## src/rtl/mem_access_unit_pkg.sv

```systemverilog
`default_nettype none
// ============================================================================
//  Module      : mem_access_pkg
//  Description : Shared encodings, FSM state type and the alignment check for
//                the load/store unit in front of the data memory.
//  Revision    : 1.0 - initial release
// ============================================================================
package mem_access_pkg;

    // Access size encodings carried on ReqSize
    localparam logic [1:0] SZ_BYTE = 2'b00;
    localparam logic [1:0] SZ_HALF = 2'b01;
    localparam logic [1:0] SZ_WORD = 2'b10;

    typedef enum logic [2:0] {
        IDLE   = 3'd0,
        LOAD   = 3'd1,
        RMW_RD = 3'd2,
        WRITE  = 3'd3,
        RESP   = 3'd4
    } state_t;

    // The unused size code 2'b11 is reported as misaligned so that it never
    // reaches memory.
    function automatic logic isMisaligned(input logic [1:0] size,
                                          input logic [1:0] addrLo);
        logic bad;
        case (size)
            SZ_BYTE: bad = 1'b0;
            SZ_HALF: bad = addrLo[0];
            SZ_WORD: bad = |addrLo;
            default: bad = 1'b1;
        endcase
        return bad;
    endfunction

endpackage
`default_nettype wire

```

## src/rtl/mem_access_unit_if.sv

```systemverilog
`default_nettype none
// ============================================================================
//  Module      : mem_access_unit_if
//  Description : Pipeline request/response handshake plus the word-wide data
//                memory port, as seen by the load/store unit.
//  Revision    : 1.0 - initial release
// ============================================================================
interface mem_access_unit_if;

    // Pipeline request
    logic        Req;
    logic        ReqWrite;
    logic [1:0]  ReqSize;
    logic        ReqSigned;
    logic [31:0] ReqAddr;
    logic [31:0] ReqWrData;

    // Pipeline response
    logic        Ready;
    logic        Done;
    logic [31:0] RdData;
    logic        AlignErr;
    logic        RangeErr;

    // Data memory port
    logic [31:0] DmemAddr;
    logic        DmemWrite;
    logic [31:0] DmemWrData;
    logic [31:0] DmemRdData;

    // Pipeline and memory side
    modport master (
        output Req, ReqWrite, ReqSize, ReqSigned, ReqAddr, ReqWrData,
        input  Ready, Done, RdData, AlignErr, RangeErr,
        input  DmemAddr, DmemWrite, DmemWrData,
        output DmemRdData
    );

    // Load/store unit side
    modport slave (
        input  Req, ReqWrite, ReqSize, ReqSigned, ReqAddr, ReqWrData,
        output Ready, Done, RdData, AlignErr, RangeErr,
        output DmemAddr, DmemWrite, DmemWrData,
        input  DmemRdData
    );

endinterface
`default_nettype wire

```

## src/rtl/mem_access_unit_lsu_lane_align.sv

```systemverilog
`default_nettype none
// ============================================================================
//  Module      : lsu_lane_align
//  Description : Combinational byte-lane steering. Extracts and extends a
//                load lane from a memory word, and merges sub-word store data
//                into an old memory word. Lanes are little-endian.
//  Revision    : 1.0 - initial release
// ============================================================================
module lsu_lane_align
    import mem_access_pkg::*;
(
    input  wire logic [31:0] LoadWord,
    input  wire logic [1:0]  AddrLo,
    input  wire logic [1:0]  Size,
    input  wire logic        IsSigned,
    output logic      [31:0] LoadResult,
    input  wire logic [31:0] OldWord,
    input  wire logic [31:0] NewData,
    output logic      [31:0] MergedWord
);

    logic [7:0]  w_byte;
    logic [15:0] w_half;

    // Pick the addressed lane and sign- or zero-extend it to 32 bits
    always_comb begin
        w_byte     = LoadWord[{AddrLo, 3'b000} +: 8];
        w_half     = AddrLo[1] ? LoadWord[31:16] : LoadWord[15:0];
        LoadResult = LoadWord;
        case (Size)
            SZ_BYTE: LoadResult = {{24{IsSigned & w_byte[7]}}, w_byte};
            SZ_HALF: LoadResult = {{16{IsSigned & w_half[15]}}, w_half};
            default: LoadResult = LoadWord;
        endcase
    end

    // Replace only the target lane of the old word with the low store bits
    always_comb begin
        MergedWord = OldWord;
        case (Size)
            SZ_BYTE: MergedWord[{AddrLo, 3'b000} +: 8] = NewData[7:0];
            SZ_HALF: MergedWord[{AddrLo[1], 4'b0000} +: 16] = NewData[15:0];
            default: MergedWord = NewData;
        endcase
    end

endmodule
`default_nettype wire

```

## src/rtl/mem_access_unit.sv

```systemverilog
`default_nettype none
// ============================================================================
//  Module      : mem_access_unit
//  Description : CPU load/store unit driving a word-only data memory. Handles
//                byte/half/word loads with extension, and sub-word stores via
//                read-modify-write. Req/Ready/Done handshake to the pipeline.
//  Revision    : 1.0 - initial release
// ============================================================================
module mem_access_unit
    import mem_access_pkg::*;
#(
    parameter int MEM_BYTES = 1024
) (
    input  wire logic        Clk,
    input  wire logic        Rst_n,
    mem_access_unit_if.slave Bus
);

    localparam logic [31:0] c_memLimit = 32'(MEM_BYTES);

    state_t      r_state;
    state_t      w_nextState;

    logic        r_write;
    logic [1:0]  r_size;
    logic        r_signed;
    logic [31:0] r_addr;
    logic [31:0] r_wrData;
    logic [31:0] r_memWord;
    logic [31:0] r_rdData;
    logic        r_alignErr;
    logic        r_rangeErr;

    logic        w_accept;
    logic        w_alignBad;
    logic        w_rangeBad;
    logic [31:0] w_loadResult;
    logic [31:0] w_mergedWord;

    assign w_accept   = Bus.Req && (r_state == IDLE);
    assign w_alignBad = isMisaligned(Bus.ReqSize, Bus.ReqAddr[1:0]);
    // Alignment has priority: a misaligned access reports only AlignErr
    assign w_rangeBad = !w_alignBad && (Bus.ReqAddr >= c_memLimit);

    lsu_lane_align u_laneAlign (
        .LoadWord   (Bus.DmemRdData),
        .AddrLo     (r_addr[1:0]),
        .Size       (r_size),
        .IsSigned   (r_signed),
        .LoadResult (w_loadResult),
        .OldWord    (Bus.DmemRdData),
        .NewData    (r_wrData),
        .MergedWord (w_mergedWord)
    );

    // State register
    always_ff @(posedge Clk or negedge Rst_n) begin
        if (!Rst_n) begin
            r_state <= IDLE;
        end else begin
            r_state <= w_nextState;
        end
    end

    // Next-state decode; the path is chosen once, at accept
    always_comb begin
        w_nextState = r_state;
        case (r_state)
            IDLE: begin
                if (w_accept) begin
                    if (w_alignBad || w_rangeBad) begin
                        w_nextState = RESP;
                    end else if (!Bus.ReqWrite) begin
                        w_nextState = LOAD;
                    end else if (Bus.ReqSize == SZ_WORD) begin
                        w_nextState = WRITE;
                    end else begin
                        w_nextState = RMW_RD;
                    end
                end
            end
            LOAD:    w_nextState = RESP;
            RMW_RD:  w_nextState = WRITE;
            WRITE:   w_nextState = RESP;
            RESP:    w_nextState = IDLE;
            default: w_nextState = IDLE;
        endcase
    end

    // Capture the request fields on accept
    always_ff @(posedge Clk or negedge Rst_n) begin
        if (!Rst_n) begin
            r_write  <= 1'b0;
            r_size   <= SZ_BYTE;
            r_signed <= 1'b0;
            r_addr   <= '0;
            r_wrData <= '0;
        end else if (w_accept) begin
            r_write  <= Bus.ReqWrite;
            r_size   <= Bus.ReqSize;
            r_signed <= Bus.ReqSigned;
            r_addr   <= Bus.ReqAddr;
            r_wrData <= Bus.ReqWrData;
        end
    end

    // Word to be written: raw store data for a word store, merged word for RMW
    always_ff @(posedge Clk or negedge Rst_n) begin
        if (!Rst_n) begin
            r_memWord <= '0;
        end else if (w_accept) begin
            r_memWord <= Bus.ReqWrData;
        end else if (r_state == RMW_RD) begin
            r_memWord <= w_mergedWord;
        end
    end

    // Load result register; stores leave it untouched
    always_ff @(posedge Clk or negedge Rst_n) begin
        if (!Rst_n) begin
            r_rdData <= '0;
        end else if (r_state == LOAD) begin
            r_rdData <= w_loadResult;
        end
    end

    // Error flags change only on the edge that enters RESP
    always_ff @(posedge Clk or negedge Rst_n) begin
        if (!Rst_n) begin
            r_alignErr <= 1'b0;
            r_rangeErr <= 1'b0;
        end else if (w_accept && (w_alignBad || w_rangeBad)) begin
            r_alignErr <= w_alignBad;
            r_rangeErr <= w_rangeBad;
        end else if ((r_state == LOAD) || (r_state == WRITE)) begin
            r_alignErr <= 1'b0;
            r_rangeErr <= 1'b0;
        end
    end

    // Outputs decoded purely from registered state
    assign Bus.Ready      = (r_state == IDLE);
    assign Bus.Done       = (r_state == RESP);
    assign Bus.RdData     = r_rdData;
    assign Bus.AlignErr   = r_alignErr;
    assign Bus.RangeErr   = r_rangeErr;
    assign Bus.DmemAddr   = ((r_state == LOAD) || (r_state == RMW_RD) || (r_state == WRITE))
                            ? {r_addr[31:2], 2'b00} : 32'h0;
    assign Bus.DmemWrite  = (r_state == WRITE) && r_write;
    assign Bus.DmemWrData = (r_state == WRITE) ? r_memWord : 32'h0;

endmodule
`default_nettype wire

```

## src/flat_wrapper.sv

```systemverilog
// flat-port wrapper written by rule: the top's interface ports become plain ports
module mem_access_unit_flat import mem_access_pkg::*;
#(
    parameter int MEM_BYTES = 1024
)
  (Clk, Rst_n, Bus_Req, Bus_ReqWrite, Bus_ReqSize, Bus_ReqSigned, Bus_ReqAddr, Bus_ReqWrData, Bus_Ready, Bus_Done, Bus_RdData, Bus_AlignErr, Bus_RangeErr, Bus_DmemAddr, Bus_DmemWrite, Bus_DmemWrData, Bus_DmemRdData);
  mem_access_unit_if Bus_i ();
  input  wire logic Clk;
  input  wire logic Rst_n;
  input wire logic [$bits(Bus_i.Req)-1:0] Bus_Req;
  input wire logic [$bits(Bus_i.ReqWrite)-1:0] Bus_ReqWrite;
  input wire logic [$bits(Bus_i.ReqSize)-1:0] Bus_ReqSize;
  input wire logic [$bits(Bus_i.ReqSigned)-1:0] Bus_ReqSigned;
  input wire logic [$bits(Bus_i.ReqAddr)-1:0] Bus_ReqAddr;
  input wire logic [$bits(Bus_i.ReqWrData)-1:0] Bus_ReqWrData;
  output wire logic [$bits(Bus_i.Ready)-1:0] Bus_Ready;
  output wire logic [$bits(Bus_i.Done)-1:0] Bus_Done;
  output wire logic [$bits(Bus_i.RdData)-1:0] Bus_RdData;
  output wire logic [$bits(Bus_i.AlignErr)-1:0] Bus_AlignErr;
  output wire logic [$bits(Bus_i.RangeErr)-1:0] Bus_RangeErr;
  output wire logic [$bits(Bus_i.DmemAddr)-1:0] Bus_DmemAddr;
  output wire logic [$bits(Bus_i.DmemWrite)-1:0] Bus_DmemWrite;
  output wire logic [$bits(Bus_i.DmemWrData)-1:0] Bus_DmemWrData;
  input wire logic [$bits(Bus_i.DmemRdData)-1:0] Bus_DmemRdData;
  assign Bus_i.Req = Bus_Req;
  assign Bus_i.ReqWrite = Bus_ReqWrite;
  assign Bus_i.ReqSize = Bus_ReqSize;
  assign Bus_i.ReqSigned = Bus_ReqSigned;
  assign Bus_i.ReqAddr = Bus_ReqAddr;
  assign Bus_i.ReqWrData = Bus_ReqWrData;
  assign Bus_Ready = Bus_i.Ready;
  assign Bus_Done = Bus_i.Done;
  assign Bus_RdData = Bus_i.RdData;
  assign Bus_AlignErr = Bus_i.AlignErr;
  assign Bus_RangeErr = Bus_i.RangeErr;
  assign Bus_DmemAddr = Bus_i.DmemAddr;
  assign Bus_DmemWrite = Bus_i.DmemWrite;
  assign Bus_DmemWrData = Bus_i.DmemWrData;
  assign Bus_i.DmemRdData = Bus_DmemRdData;
  mem_access_unit #(.MEM_BYTES(MEM_BYTES)) u_core (.Clk(Clk), .Rst_n(Rst_n), .Bus(Bus_i));
endmodule
```

## config.mk

```make
export PLATFORM = sky130hd
export DESIGN_NAME = mem_access_unit_flat
export DESIGN_NICKNAME = d
export VERILOG_FILES = /design/src/rtl/mem_access_unit_pkg.sv /design/src/rtl/mem_access_unit_if.sv /design/src/rtl/mem_access_unit_lsu_lane_align.sv /design/src/rtl/mem_access_unit.sv /design/src/flat_wrapper.sv
export SDC_FILE = /design/constraint.sdc
export NUM_CORES = 1
export LEC_CHECK = 0
export CORE_MARGIN = 3
export CORE_UTILIZATION = 38
export DETAILED_ROUTE_END_ITERATION = 8
export PLACE_DENSITY = 0.63
export SLEW_MARGIN = 0
export SYNTH_ARGS = -nofsm -noshare
export SYNTH_HDL_FRONTEND = slang
export SYNTH_SLANG_ARGS = --single-unit
```

## constraint.sdc

```tcl
create_clock -name Clk -period 5.5 [get_ports Clk]
set_clock_uncertainty 0.2 [all_clocks]
set_input_delay 1.1 -clock Clk [delete_from_list [all_inputs] [get_ports Clk]]
set_output_delay 1.1 -clock Clk [all_outputs]
set_load 0.02 [all_outputs]
```

==> qor.yml <==
synthesis:
  netlist_instances: 883
  yosys_warnings: 0
  synthFlopType: "dfrtp_1"
  synth_cell_types: 52
  synth_seq_cells: 137
  syn_area_per_cell_um2: 8.52
  synth_area_leaders: "dfrtp_1, nand2_1, and2_1"
  ys_async_sr_fraction: 1.00
  syn_area_um2: 7530
  synth-edff-count: 0
  seq_area_frac_synth: 0.456
  synth_top_cell_area_share: 0.456
  yosysTopAreaCell: "dfrtp_1"
power:
  leakage_nw: 4.43
  ir_worst_vdd_uv: 215
  power_density_nw_per_um2: 281
setup_path:
  cp-start-kind: "flop"
  critPathSlowestCell: "nor2_1"
  crit_top_cell: "nor2_1"
  rrSetupSlack_ns: 2.44
  slowest_delay_ns: 0.91
  cp_cell_sequence: "nor2_1 > nor2_1 > and2_1 > clkdlybuf4s50_1"
  timing.rr.end: "u_core.r_memWord[6]$_DFFE_PN0P_"
  crit_path_end_kind: "output pin"
  cp_num_buf_inv: 1
  critPathTopFamily: "simple AND/OR/NAND/NOR gates"
  reg2reg_depth: 4
  rr_startpoint: "u_core.r_size[1]$_DFFE_PN0P_"
  cp_max_fo: 30
  required_ns: 4.20
  crit_type: "reg -> out"
  arrival_ns: 2.93
floorplan:
  dieWidth_um: 147
  io_pins: 204
  rows: 50
  start_util: 0.394
  die_h_um: 147
  core-area_um2: 19100
  die_area_um2: 21500
sta:
  worstMarginPinSlew_ns: 1.19
  post-route-min-period_ns: 4.23
  finalWorstSetupSlack_ns: 1.27
  rsz0062_at_grt: "no"
  slew_headroom: 0.201
  setup_viol: 0
  hold_ws_ns: 0.265
  drv_slew: 0
  hold_viol_final: 0
  max_freq_mhz: 237
  fin_setup_tns_ns: 0
  fin_crit_sh: 0.768
clock_network:
  cts-resized-gates: 0
  tritoncts: "done"
  cts_inserted_buffers: 17
  clkSinkCount: 137
  clock_latency_ns: 0.42
  cts.htree.levels: 4
  holdBufCountCts: 0
  cts-root-buf: "clkbuf_16"
  cts.path.max_buffers: 2
  cts.clk_slew.worst_paths_ns: 0.06
  cts_setup_buffers: 0
placement:
  numPortBuffers: 201
  place_ws_ns: 1.66
  dp_hpwl_mm: 17.7
  gp_congestion: 0.834
hold_path:
  hold_end: "u_core.r_addr[22]$_DFFE_PN0P_"
  whs_path_depth: 2
  hold_start: "u_core.r_addr[22]$_DFFE_PN0P_"
  min_path_type: "reg -> reg"
detailed_routing:
  drtPass1Iterations: 5
  drtIter0Drc: 646
  met2_wirelength_mm: 11.6
  wl_per_cell_um: 19.1
  vias_per_cell: 5.42
  wl_met3_mm: 1.53
  ant_nets: 0
  drc: 0
  wl_met1_mm: 11.5
  wl_mm: 25.1
  top_layer_used: "met4"
  num_vias: 7128
final_layout:
  final_common_cell: "nand2_1"
  diodes: 0
  final_cell_mix: "nand2_1, clkdlybuf4s50_1, dfrtp_1"
  fill_cells: 1797
  fin_util: 0.539
  nNetsFinal: 1151
  area_growth_syn_to_layout_pct: 36.7
  drive_gt1_frac: 0.0606
outcome:
  status: "finished clean"
flow_run:
  drv_cap: 0
global_route:
  grt_start_max_net_pins: 102
  grt_pass1_wl_mm: 39.5
  overflow: 0
  grt_pass1_vias: 6817
  grt_antenna_before_repair: 0
  grt_util_all_layers: 0.231
-- layer usage --
metal / track usage / up-vias
met1: 0.333 / 3449
met3: 0.0453 / 31
met2: 0.351 / 247
met5: 0 / -
met4: 0.0724 / 0
li1: - / 3401
-- layout make-up --
type / count / area [um^2] / share of cell area
multi-input cells: 659 / 3760 / 0.365
flip-flops and latches: 137 / 3430 / 0.333
repair buffers: 214 / 2110 / 0.205
clock buffers: 19 / 443 / 0.0431
well taps: 260 / 325 / 0.0316
clock inverters: 13 / 168 / 0.0163
inverters: 14 / 52.6 / 0.00511
-- worst max path at each step --
stage	cells after the start	end	from	slack, ns
6_report	4	Bus_DmemAddr[23]	u_core.r_state[0]$_DFFE_PN0P_	1.27
5_1_grt	4	Bus_DmemAddr[23]	u_core.r_state[0]$_DFFE_PN0P_	0.98
4_1_cts	4	Bus_DmemAddr[23]	u_core.r_state[0]$_DFFE_PN0P_	1.21
3_5_place_dp	4	Bus_DmemAddr[23]	u_core.r_state[0]$_DFFE_PN0P_	1.66
3_3_place_gp	4	Bus_DmemAddr[15]	u_core.r_state[0]$_DFFE_PN0P_	1.85
2_1_floorplan	5	Bus_DmemWrData[10]	u_core.r_state[2]$_DFFE_PN0P_	2.86
-- synthesized netlist by cell type, drive strengths merged (3+ instances only) --
library cell and number:
o21bai 3, buf 25, clkbuf 49, a221o 22
mux2 8, and2 65, ha 5, a211oi 7
o21a 3, o311a 5, nand2 249, a221oi 28
nor3 4, a22o 7, nand3 38, nand3b 14
mux2i 22, o22ai 5, or3b 4, a21oi 32
inv 12, o21ai 84, dfrtp 137, nor2 13
nor3b 3, nand2b 8, a311o 3, nor4 5
-- power by group --
part / internal, mW / switching (mW)
Clock: 0.729 / 0.458
Sequential: 1.11 / 0.109
Combinational: 0.216 / 0.268
-- tightest hold or removal path: cells and delay by family (launching register included) --
kind             cells  cell delay, ns
flip-flops           1            0.33
AND/OR/NAND/NOR      2            0.11
-- per-stage QoR --
step                area, um^2  power [mW]  instances
floorplan                 7530        1.49        884
global placement          9680        1.71       1284
detailed placement        9680        1.71       1284
CTS                      10300        2.90       1316
global route             10300        3.01       1316
finish                   10300        2.89       1316
-- logic make-up after synthesis --
group | after synthesis | share of synthesized area
AOI/OAI and AO/OA | 210 | 0.188
adders and majority gates | 5 | 0.00831
other | 1 | 0.000498
buffers and inverters | 88 | 0.0485
and+or+nand+nor | 411 | 0.255
muxes | 31 | 0.0442
DFF | 137 | 0.456
-- registers in the layout, summed over array words and instances (netlist names) --
signal and count:
u_core.Bus.RdData 32, u_core.r_addr 32, u_core.r_memWord 32, u_core.r_wrData 32, u_core.r_state 3, u_core.r_size 2
u_core.Bus.AlignErr 1, u_core.Bus.RangeErr 1, u_core.r_signed 1, u_core.r_write 1
Note: power is estimated with default switching activity, not from simulation.
==> RTL edit (config.mk and constraints unchanged) <==
Re-encode `state_t` (5 states) as one-hot, 5 bits wide.
--- a/src/rtl/mem_access_unit_pkg.sv
+++ b/src/rtl/mem_access_unit_pkg.sv
@@ -12,12 +12,12 @@
     localparam logic [1:0] SZ_HALF = 2'b01;
     localparam logic [1:0] SZ_WORD = 2'b10;
 
-    typedef enum logic [2:0] {
-        IDLE   = 3'd0,
-        LOAD   = 3'd1,
-        RMW_RD = 3'd2,
-        WRITE  = 3'd3,
-        RESP   = 3'd4
+    typedef enum logic [4:0] {
+        IDLE   = 5'b00001,
+        LOAD   = 5'b00010,
+        RMW_RD = 5'b00100,
+        WRITE  = 5'b01000,
+        RESP   = 5'b10000
     } state_t;
 
     // The unused size code 2'b11 is reported as misaligned so that it never
Check against the original RTL: same outputs for any inputs over 4 cycles, from zero or initial values and one cycle with Rst_n low; so few cycles prove little.
==> RTL edit against the unedited design <==
Combinational power rose by 38%; die area shrank 0.50%; critical path depth rose by 2; synthesized area decreased by 0.52%; power is 12% higher; synthesized cell count decreased by 3.9%; clock power up 4%; fmax fell by 5.7%; cell area fell by 0.52%; largest cell class unchanged; sequential cell count increased by 2; final cell count down 1.8%; worst setup slack got worse by 0.26 ns; via count is 2.3% lower; routed wire length shrank 1.3%.
==> RTL edit: results (changes against the unedited design) <==
[status]
outcome = finished, final reports clean  ; unchanged

[power]
peakVddDrop_mv = 0.1866  ; was 0.2147 mV
p_leak_nw = 4.526  ; was 4.429 nW

[yosys]
async_reset_ff_share_pct = 100.0  ; unchanged
ys_warn_count = 0  ; unchanged
synth.avg_cell_area_um2 = 8.819  ; was 8.523 um^2
synth-edff-count = 0  ; unchanged
synthTopCellsByArea = dfrtp_1, nand2_1, and2_1, o21ai_0, mux2i_1  ; was dfrtp_1, nand2_1, and2_1, o21ai_0, a221oi_1
synth.distinct_cells = 54  ; was 52
ys_top_cells_by_count = nand2_1, dfrtp_1, and2_1  ; was nand2_1, dfrtp_1, o21ai_0
yosysSeqAreaShare_pct = 46.47  ; was 45.55%

[hold_path]
worst_hold_path_type = register to register  ; unchanged

[critical_path]
arrival_ns = 3.18  ; was 2.93 ns
path_max_fanout = 35  ; was 30
critPathSlowestCell = or3_1  ; was nor2_1
r2r_slack_ns = 2.20  ; was 2.44 ns
critPathMaxStageDelay_ns = 0.67  ; was 0.91 ns

[global_route]
grt_pass1_vias = 6951  ; was 6,817
grt_pass1_wl_um = 39320  ; was 39,470 um
grt_max_degree = 63  ; was 102
antenna_found_initial = 0  ; unchanged
grt_use_total_pct = 23.12  ; was 23.09%

[drt]
via_per_inst = 5.391  ; was 5.416
avgRoutedWirePerCell_um = 19.20  ; was 19.11 um
drt_iter0_markers = 534  ; was 646
drtPass1Iterations = 5  ; unchanged
drt_wl_total_um = 24810  ; was 25,140 um

[cts]
clkLatencyLatePin_ns = 0.42  ; about the same
cts_buffers = 17  ; unchanged
cts_setup_buffers = 0  ; unchanged
cts_resized = 0  ; unchanged
clk_pin_slew_worst_paths_ns = 0.06  ; about the same
h-tree-depth = 4  ; unchanged
root_buffer = clkbuf_16  ; unchanged
cts.path.max_buffers = 2  ; unchanged

[finish]
drive_gt1_share_pct = 8.140  ; was 6.061%
final_nets = 1127  ; was 1,151
antenna_cells = 0  ; unchanged

[sta]
worst_slack_ns = 1.017  ; was 1.273 ns
hold_viol = 0  ; unchanged
max-slew-margin-rel_pct = 36.04  ; was 20.06%

[placed_design]
dp_cells = 1260  ; was 1,284
placed_area_mm2 = 0.009598  ; was 0.009678 mm^2
gp_congestion = 0.9084  ; was 0.8336
pre_cts_ws_ns = 1.381  ; was 1.662 ns
numPortBuffers = 201  ; unchanged
dp_hpwl_um = 17950  ; was 17,730 um

## RTL edit: cell types whose count changed after synthesis, sizes merged, moves of 10 or more
cell     unedited run  this run
a2111oi             1        15
nand3b             14         2
nand3              38        15
nor2               13        27
clkbuf             49        29
a221oi             28        17
or3                 1        11
a221o              22         0
## RTL edit: kinds of logic after synthesis
family / count (synthesis) / synth area share [%]
compound gates: 180 / 16.79
fa+ha+maj: 5 / 0.8356
buf+inv: 75 / 4.913
flops: 139 / 46.47
mux: 27 / 3.994
other cells: 1 / 0.05009
simple gates: 422 / 26.94
## RTL edit: worst paths after layout
kind | start | endpoint | cells after the start
worst max-delay path | u_core.r_state[4]$_DFFE_PN0P_ | Bus_DmemAddr[20] | 6
max in group asynchronous | Rst_n | u_core.r_size[1]$_DFFE_PN0P_ | 2
worst max register to register | u_core.r_addr[1]$_DFFE_PN0P_ | u_core.r_memWord[13]$_DFFE_PN0P_ | 7
worst min-delay path | u_core.r_write$_DFFE_PN0P_ | u_core.r_write$_DFFE_PN0P_ | 2
min in group asynchronous | Rst_n | u_core.Bus.RdData[17]$_DFFE_PN0P_ | 1
worst min register to register | u_core.r_write$_DFFE_PN0P_ | u_core.r_write$_DFFE_PN0P_ | 2
## RTL edit: layout make-up
class / count / area (um^2)
fillers: 1818 / 8783
multi-input cells: 636 / 3647
flip-flops and latches: 139 / 3481
repair buffers: 212 / 2096
clock buffers: 21 / 470.5
well taps: 260 / 325.3
clock inverters: 11 / 166.4
inverters: 13 / 48.80
## RTL edit: metrics by stage
step	power [mW]	hold WS, ns
detailed placement	2.007	0.2547
global route	3.400	0.2981
CTS	3.252	0.2693
global placement	1.998	0.2482
finish	3.239	0.2667
floorplan	1.749	0.2374
## RTL edit: critical path, delay by kind of cell, from the launching register on
kind / cells / cell delay, ns
AND/OR/NAND/NOR: 4 / 1.44
buffers and inverters: 2 / 0.89
flip-flops: 1 / 0.40
## RTL edit: layer usage
metal / vias to the layer above / part of all wire [%] / global-route usage [%]
met5: - / 0 / 0
met4: 0 / 2.1 / 6.585
met3: 39 / 7.6 / 5.773
met2: 304 / 44 / 35.01
met1: 3333 / 46 / 33.03
li1: 3289 / - / -
## RTL edit: where the power goes
group          internal (mW)  switching, mW  total [mW]
Combinational          0.279          0.388       0.667
Sequential              1.18          0.151        1.34
Clock                  0.794          0.443        1.24
